`src/rtl/mips_multicycle_controller.sv`:
```
// Multicycle MIPS control unit: Moore step FSM plus combinational ALU decoder.
// Latency: one state per clk; outputs are combinational from state/op/funct/zero.
// Backpressure: none; the datapath advances every cycle the FSM does.
module mips_multicycle_controller (
  input  logic       clk,
  input  logic       reset,
  input  logic [5:0] op,
  input  logic [5:0] funct,
  input  logic       zero,
  output logic       pcen,
  output logic       memwrite,
  output logic       irwrite,
  output logic       regwrite,
  output logic       alusrca,
  output logic [1:0] alusrcb,
  output logic [1:0] pcsrc,
  output logic       iord,
  output logic       memtoreg,
  output logic       regdst,
  output logic [2:0] alucontrol,
  output logic [3:0] state
);

  localparam logic [3:0] FETCH   = 4'd0;
  localparam logic [3:0] DECODE  = 4'd1;
  localparam logic [3:0] MEMADR  = 4'd2;
  localparam logic [3:0] MEMRD   = 4'd3;
  localparam logic [3:0] MEMWB   = 4'd4;
  localparam logic [3:0] MEMWR   = 4'd5;
  localparam logic [3:0] RTYPEEX = 4'd6;
  localparam logic [3:0] RTYPEWB = 4'd7;
  localparam logic [3:0] BEQEX   = 4'd8;
  localparam logic [3:0] ADDIEX  = 4'd9;
  localparam logic [3:0] ADDIWB  = 4'd10;
  localparam logic [3:0] JEX     = 4'd11;

  localparam logic [5:0] OP_LW    = 6'b100011;
  localparam logic [5:0] OP_SW    = 6'b101011;
  localparam logic [5:0] OP_RTYPE = 6'b000000;
  localparam logic [5:0] OP_BEQ   = 6'b000100;
  localparam logic [5:0] OP_ADDI  = 6'b001000;
  localparam logic [5:0] OP_J     = 6'b000010;

  logic [3:0] nextstate;
  logic [3:0] dstate;
  logic       pcwrite;
  logic       branch;
  logic       bad_state;
  logic       memwrite_raw;
  logic       irwrite_raw;
  logic       regwrite_raw;
  logic [1:0] aluop;

  // State register; a low reset returns to FETCH on the next edge.
  always_ff @(posedge clk) begin
    if (!reset) state <= FETCH;
    else        state <= nextstate;
  end

  // Step sequencing; unknown opcodes and unreachable codes fall back to FETCH.
  always_comb begin
    nextstate = FETCH;
    case (state)
      FETCH:   nextstate = DECODE;
      DECODE: begin
        case (op)
          OP_LW, OP_SW: nextstate = MEMADR;
          OP_RTYPE:     nextstate = RTYPEEX;
          OP_BEQ:       nextstate = BEQEX;
          OP_ADDI:      nextstate = ADDIEX;
          OP_J:         nextstate = JEX;
          default:      nextstate = FETCH;
        endcase
      end
      MEMADR: begin
        if (op == OP_LW)      nextstate = MEMRD;
        else if (op == OP_SW) nextstate = MEMWR;
        else                  nextstate = FETCH;
      end
      MEMRD:   nextstate = MEMWB;
      RTYPEEX: nextstate = RTYPEWB;
      ADDIEX:  nextstate = ADDIWB;
      default: nextstate = FETCH;
    endcase
  end

  // While reset is held the datapath sees FETCH-style selects with strobes masked.
  assign dstate = reset ? state : FETCH;

  // Per-step control decode.
  always_comb begin
    pcwrite      = 1'b0;
    branch       = 1'b0;
    memwrite_raw = 1'b0;
    irwrite_raw  = 1'b0;
    regwrite_raw = 1'b0;
    alusrca      = 1'b0;
    alusrcb      = 2'b00;
    pcsrc        = 2'b00;
    iord         = 1'b0;
    memtoreg     = 1'b0;
    regdst       = 1'b0;
    aluop        = 2'b00;
    bad_state    = 1'b0;
    case (dstate)
      FETCH: begin
        irwrite_raw = 1'b1;
        pcwrite     = 1'b1;
        alusrcb     = 2'b01;
      end
      DECODE:  alusrcb = 2'b11;
      MEMADR: begin
        alusrca = 1'b1;
        alusrcb = 2'b10;
      end
      MEMRD:   iord = 1'b1;
      MEMWB: begin
        regwrite_raw = 1'b1;
        memtoreg     = 1'b1;
      end
      MEMWR: begin
        iord         = 1'b1;
        memwrite_raw = 1'b1;
      end
      RTYPEEX: begin
        alusrca = 1'b1;
        aluop   = 2'b10;
      end
      RTYPEWB: begin
        regwrite_raw = 1'b1;
        regdst       = 1'b1;
      end
      BEQEX: begin
        alusrca = 1'b1;
        aluop   = 2'b01;
        pcsrc   = 2'b01;
        branch  = 1'b1;
      end
      ADDIEX: begin
        alusrca = 1'b1;
        alusrcb = 2'b10;
      end
      ADDIWB:  regwrite_raw = 1'b1;
      JEX: begin
        pcsrc   = 2'b10;
        pcwrite = 1'b1;
      end
      default: bad_state = 1'b1;
    endcase
  end

  // ALU decoder; unsupported funct yields 011 so the ALU returns 0.
  always_comb begin
    alucontrol = 3'b010;
    if (bad_state) begin
      alucontrol = 3'b000;
    end else begin
      case (aluop)
        2'b00: alucontrol = 3'b010;
        2'b01: alucontrol = 3'b110;
        default: begin
          case (funct)
            6'b100000: alucontrol = 3'b010;
            6'b100010: alucontrol = 3'b110;
            6'b100100: alucontrol = 3'b000;
            6'b100101: alucontrol = 3'b001;
            6'b101010: alucontrol = 3'b111;
            default:   alucontrol = 3'b011;
          endcase
        end
      endcase
    end
  end

  assign pcen     = reset & (pcwrite | (branch & zero));
  assign memwrite = reset & memwrite_raw;
  assign irwrite  = reset & irwrite_raw;
  assign regwrite = reset & regwrite_raw;

endmodule

```
`config.mk`:
```
export PLATFORM = sky130hd
export DESIGN_NAME = mips_multicycle_controller
export DESIGN_NICKNAME = d
export VERILOG_FILES = /design/src/rtl/mips_multicycle_controller.sv
export SDC_FILE = /design/constraint.sdc
export NUM_CORES = 1
export LEC_CHECK = 0
export CAP_MARGIN = 20
export CORE_MARGIN = 1
export CORE_UTILIZATION = 35
export CTS_CLUSTER_DIAMETER = 60
export DETAILED_ROUTE_END_ITERATION = 6
export HOLD_SLACK_MARGIN = 0.06
export PLACE_DENSITY = 0.82
export SLEW_MARGIN = 0
export SYNTH_ARGS = -nofsm -noshare
export SYNTH_HDL_FRONTEND = slang
export SYNTH_SLANG_ARGS = --single-unit
```
`constraint.sdc`:
```
create_clock -name clk -period 1.7 [get_ports clk]
set_input_delay 0.255 -clock clk [delete_from_list [all_inputs] [get_ports clk]]
set_output_delay 0.255 -clock clk [all_outputs]
set_load 0.02 [all_outputs]
```
# Word-level counts from Yosys, hierarchy flattened
# Index checks and enable logic that the tools add are counted.
[totals]
register_bits = 4
latch_bits = 0
ramBits = 0
mem_bits_ro = 0
inputBits = 15
elab_cells = 65
mem_count = 0
[classes]
n_addsub = 0
n_mul = 0
n_div = 0
n_lt_le_gt_ge = 0
eq_ne = 27
shift = 0
muxes = 20
n_bitwise = 6
n_reduce_logical = 11
[op_table]
columns = ["cell", "count"]
rows = [
  ["6-bit == test (second input constant)", 7],
  ["4-bit case mux with 6 select lines", 1],
  ["4-bit by 3-bit == test with 1-bit output (second input constant)", 5],
  ["4-bit == test (second input constant)", 5],
  ["4-bit case mux with 5 select lines", 1],
  ["4-bit by 2-bit == test with 1-bit output (second input constant)", 4],
  ["3-bit case mux with 5 select lines", 1],
  ["12-bit OR reduction", 1],
  ["1-bit two-way mux", 9],
  ["3-bit two-way mux", 3],
  ["4-bit by 1-bit == test with 1-bit output (second input constant)", 2],
  ["4-bit zero test", 2],
  ["2-bit case mux with 2 select lines", 2],
  ["2-bit OR reduction", 4],
  ["6-bit by 2-bit == test with 1-bit output (second input constant)", 1],
  ["6-bit by 3-bit == test with 1-bit output (second input constant)", 1],
  ["6-bit by 4-bit == test with 1-bit output (second input constant)", 1],
  ["6-bit zero test", 1],
  ["2-bit case mux with 3 select lines", 1],
  ["3-bit case mux with 2 select lines", 1],
  ["1-bit AND", 5],
  ["4-bit two-way mux", 1],
  ["4-bit OR reduction", 1],
  ["3-bit OR reduction", 1],
  ["3 further kinds", 3],
]

# Longest topological paths before layout
# Gate-level depths: netlist of run 1.
[depth]
depth_word = 6
depth_mapped = 5
mapped_depth_nobuf = 4

# Worst setup path after synthesis of run 1
# Ideal clock, no wire load.
[synth_timing]
path_kind = "flip-flop to output port"
start = "reg state[3]"
end = "out pcsrc[0]"
arrival_time_ns = 1.633
required_time_ns = 1.445
slack_ns = -0.188
stages_incl_launch_ff = 5
path_buffers = 2
cell_sequence = "dfxtp_1 > clkbuf_1 > clkbuf_1 > nand3b_1 > nor3_1"
[synth_between]
elab_chain_len = 3
word_cells_on_any_way = 4
cone_classes = "2 x eq/ne; 2 x mux"
[synth_lines]
columns = ["item", "line_no", "text"]
rows = [
  ["from (decl)", "21", "output logic [3:0] state"],
  ["from (signal assigned)", "57", "else state <= nextstate;"],
  ["4-bit two-way mux (*)", "88", "assign dstate = reset ? state : FETCH;"],
  ["4-bit == test", "105", "case (dstate)"],
  ["2-bit case mux with 2 select lines (*)", "105", ""],
  ["to (decl)", "16", "output logic [1:0] pcsrc,"],
]
# Every way passes the cells marked *; elsewhere a longest branch is shown, timed or not.

# Worst setup path after layout of run 1
[layout_timing]
start = "reg state[3]"
end = "out regdst"
[layout_between]
elab_chain_len = 3
[layout_lines]
columns = ["item", "line_no", "text"]
rows = [
  ["4-bit two-way mux", "88", ""],
  ["4-bit by 3-bit == test with 1-bit output", "105", ""],
  ["1-bit two-way mux", "105", ""],
  ["to (decl)", "19", "output logic regdst,"],
]
# No other way between the ends.

==> results of run 1 <==
[critical path, cell delays in order, from the launching register on]
cell and delay (ns):
dfxtp_1 0.35, buf_4 0.17, buf_4 0.14, nor4_2 0.30, clkbuf_2 0.26
[cell usage after synthesis, drive strengths merged]
master   number  area [um2]
nor2          9        33.8
nor3          9        50.1
inv           6        22.5
nand2b        5        31.3
nor4          5        31.3
a21oi         4        20.0
dfxtp         4        80.1
a31oi         3        18.8
buf           3        15.0
nand2         3        11.3
o31ai         3        22.5
a211oi        2        15.0
clkbuf        2        7.51
nand3b        2        15.0
o21ai         2        10.0
xnor2         2        17.5
a2111oi       1        27.5
a41oi         1        8.76
and3          1        6.26
nand3         1        5.00
nand4b        1        8.76
nor4b         1        8.76
nor4bb        1        10.0
o2111ai       1        8.76
o21a          1        7.51
o21bai        1        7.51
o32ai         1        8.76
o41ai         1        8.76
or4           1        11.3
or4b          1        10.0
[final cells by class]
| cell class | count | area, um2 |
|---|---|---|
| clock buffers | 3 | 22.5 |
| fillers | 75 | 168 |
| inverters | 6 | 22.5 |
| multi-input cells | 63 | 523 |
| flip-flops and latches | 4 | 85.1 |
| well taps | 15 | 18.8 |
| repair buffers | 66 | 527 |
[repair_timing]
action                     4_1_cts  5_1_grt
setup endpoints to repair       16       16
pin swaps                        3        6
buffers inserted                 0        2
resized for setup               56       32
[metal layers]
layer	up-vias	track usage	routed length, um
met4	0	0.0806	143
met5	-	0	0
met3	18	0.0761	187
met1	446	0.269	968
met2	63	0.664	1410
li1	426	-	-
[through the flow]
step / setup WS, ns / hold slack (ns) / util
floorplan: -0.102 / 0.433 / -
global placement: -0.510 / 0.650 / 0.833
detailed placement: -0.612 / 0.658 / 0.833
CTS: -0.125 / 0.654 / 0.864
global route: -0.0385 / 0.698 / 0.877
finish: -0.00648 / 0.661 / 0.877
[cell usage in the layout, fill, tap and decap left out, types with 3 or more instances in the layout]
cell type        synthesis  final
nor2_1                   9      8
nor3_1                   8      5
inv_1                    5      3
dlymetal6s2s_1           0      8
buf_4                    0     35
clkbuf_4                 0      3
nor3_2                   1      4
a21oi_1                  4      4
a31oi_1                  3      3
nor4_2                   0      4
clkbuf_2                 0      5
buf_2                    3      8
clkdlybuf4s50_1          0      9
inv_2                    1      3
nand2b_1                 5      4
[power by group through the flow]
stage / clock network, mW / logic [mW] / registers [mW]
global placement: 0 / 0.174 / 0.102
finish: 0.131 / 0.189 / 0.100
CTS: 0.126 / 0.181 / 0.101
floorplan: 0 / 0.0666 / 0.104
global route: 0.139 / 0.199 / 0.100
detailed placement: 0 / 0.179 / 0.102
[kinds of logic after synthesis]
family	synth area share
flops	0.148
xor+xnor	0.0325
compound gates	0.304
simple gates	0.432
buf+inv	0.0835
[path summary, 6_finish.rpt]
| check | startpoint | slack (ns) | to | depth (start not counted) |
|---|---|---|---|---|
| min reg2reg | state[1] | 0.66 | state[0] | 3 |
| min | state[1] | 0.66 | state[0] | 3 |
| max | state[3] | -0.006 | regdst | 4 |
| max reg2reg | state[3] | 0.07 | state[2] | 6 |
==> summary by stage, run 1 <==
Run status
The run finished, with violations left. The final reports fail on setup timing.

CTS
The number of buffers inserted during clock tree synthesis is 3. The CTS tree is built. The clock input transition at the sequential cells of the worst setup and hold paths is 0.05 ns.

The clock net in this run drives a total of 4 sinks. The number of hold buffers added after CTS is 0. The largest buffer count on any clock path is 2. The root buffer cell chosen for the clock tree is clkbuf_4. Clock latency on the worst-skew pair, taken at its later pin, is 0.25 ns. In this run the number of H-tree levels came out at 1.

Synth
The post-synthesis cell count is 78. During synthesis, Yosys emitted a total of 0 warnings. The area of the mapped netlist is 539 um2. Synthesis instantiated 33 different standard cells from the library. When the netlist entered floorplanning its net count stood at 93. The average instance area after synthesis is 6.91 um2. In this run, synthesis produced a sequential element count of 4.

The sequential-to-total area share from yosys stat is 0.148.

Floorplan
The height of the die is 41.3 um. Pin placement for this block handled 34 I/O pins. The floorplan step set the die width to 41.3 um. The initial utilization of the core area, before any placement, comes to 0.395. The number of core rows is 13. The standard cell core area is 0.00137 mm2. The floorplan step defined a die boundary enclosing 0.00170 mm2.

GRT
The number of global-route vias before repair is 854. The first global-routing pass estimated 3.38 mm of wire. The number of antenna violations at the first check in global routing was 0. Across every metal layer, demand over resource in global routing totals 0.309. The maximum number of pins on one net before global-route repair is 9. The global-route congestion overflow total is 0.

Power
The logic gate share of total power is 0.450. The leakage power figure is 0.588 nW. Summed over all nets, the switching power comes to 0.148 mW. Dividing total power by cell area gives a power density of 350 mW/mm2.

The power after layout is 0.420 mW. The worst vdd rail ir drop is 435 uV. Of the total power, registers draw 0.238.

Of the total power, the clock network draws 0.312. The design internal power is 0.272 mW. The switching fraction of total power is 0.351.

Finish
The share of final-layout standard cells stronger than drive strength 1 is 0.521. The register containing the most flip-flops in the final layout is state. The final standard cell area without fillers is 0.00120 mm2. The largest registers in the layout are state x4. At the end of the flow, the number of nets in the layout was 159. Relative to the synthesized area, the layout overhead comes to 122%. The register with the most flip-flops in the layout has 4 of them. The finished layout holds 157 standard cells, fillers aside. The number of antenna diodes is 0.

Worst setup path
The critical path is of the flip-flop to output port type. The critical path launch point type is a flip-flop. The sort of element at the end of the critical path is an output port.

The worst endpoint required time is 1.44 ns. For the worst setup path, the data arrival time is 1.45 ns. The maximum net fanout on the critical path is 4.

Drt
Wires add up to 2.71 mm. In the final routed layout, each cell accounts on average for 17.2 um. The count of nets left with antenna violations once routing finished came out at 0. After detailed routing, the number of vias per cell comes to 6.07. The first detailed-routing pass ran for 5 iterations. In this run, the number of DRC markers left after iteration 0 of detailed routing was 18. The detailed-route via count is 953. The remaining routing DRC violations is 0.

Placed design
The placed wire-length estimate after detailed placement is 1.75 mm. The placed instances occupy a cell area of 0.00114 mm2. Including well taps, the total number of placed cells is 152. The count of buffers added on input and output ports is 33. The final weighted congestion of routability-driven global placement is 0.873.

Timing
The final number of max-transition violations is 0. Setup total negative slack on the finished layout was measured at -0.00648 ns. In the post-route analysis, the smallest setup slack over all paths is -0.00648 ns. Setup violations remaining at the end of the flow were counted as 1. Measured against its own limit, the worst slew margin works out to 0.722. For the final database, setup skew stands at 0.0137 ns. The final critical delay including setup and external delays is 1.71 ns. Setup repair after global routing could not meet its margin everywhere. The highest clock rate is 0.586 GHz. The slew of the pin with the lowest slew margin is 0.416 ns. The final period utilization is 1.00. The number of endpoints with negative hold slack in the final report is 0.

Job
Max-cap violations in this run came to 0.

Min path
The worst hold path belongs to the class flip-flop to flip-flop.
(Power assumes the default switching activity.)
==> inputs of run 2 (changes only) <==
ABC_CLOCK_PERIOD_IN_PS = 1700   (was not set)
CAP_MARGIN = 10   (was 20)
HOLD_SLACK_MARGIN = 0.08   (was 0.06)
==> results of run 2 <==
No change in the layout: final DEF, timing and power equal those of run 1.
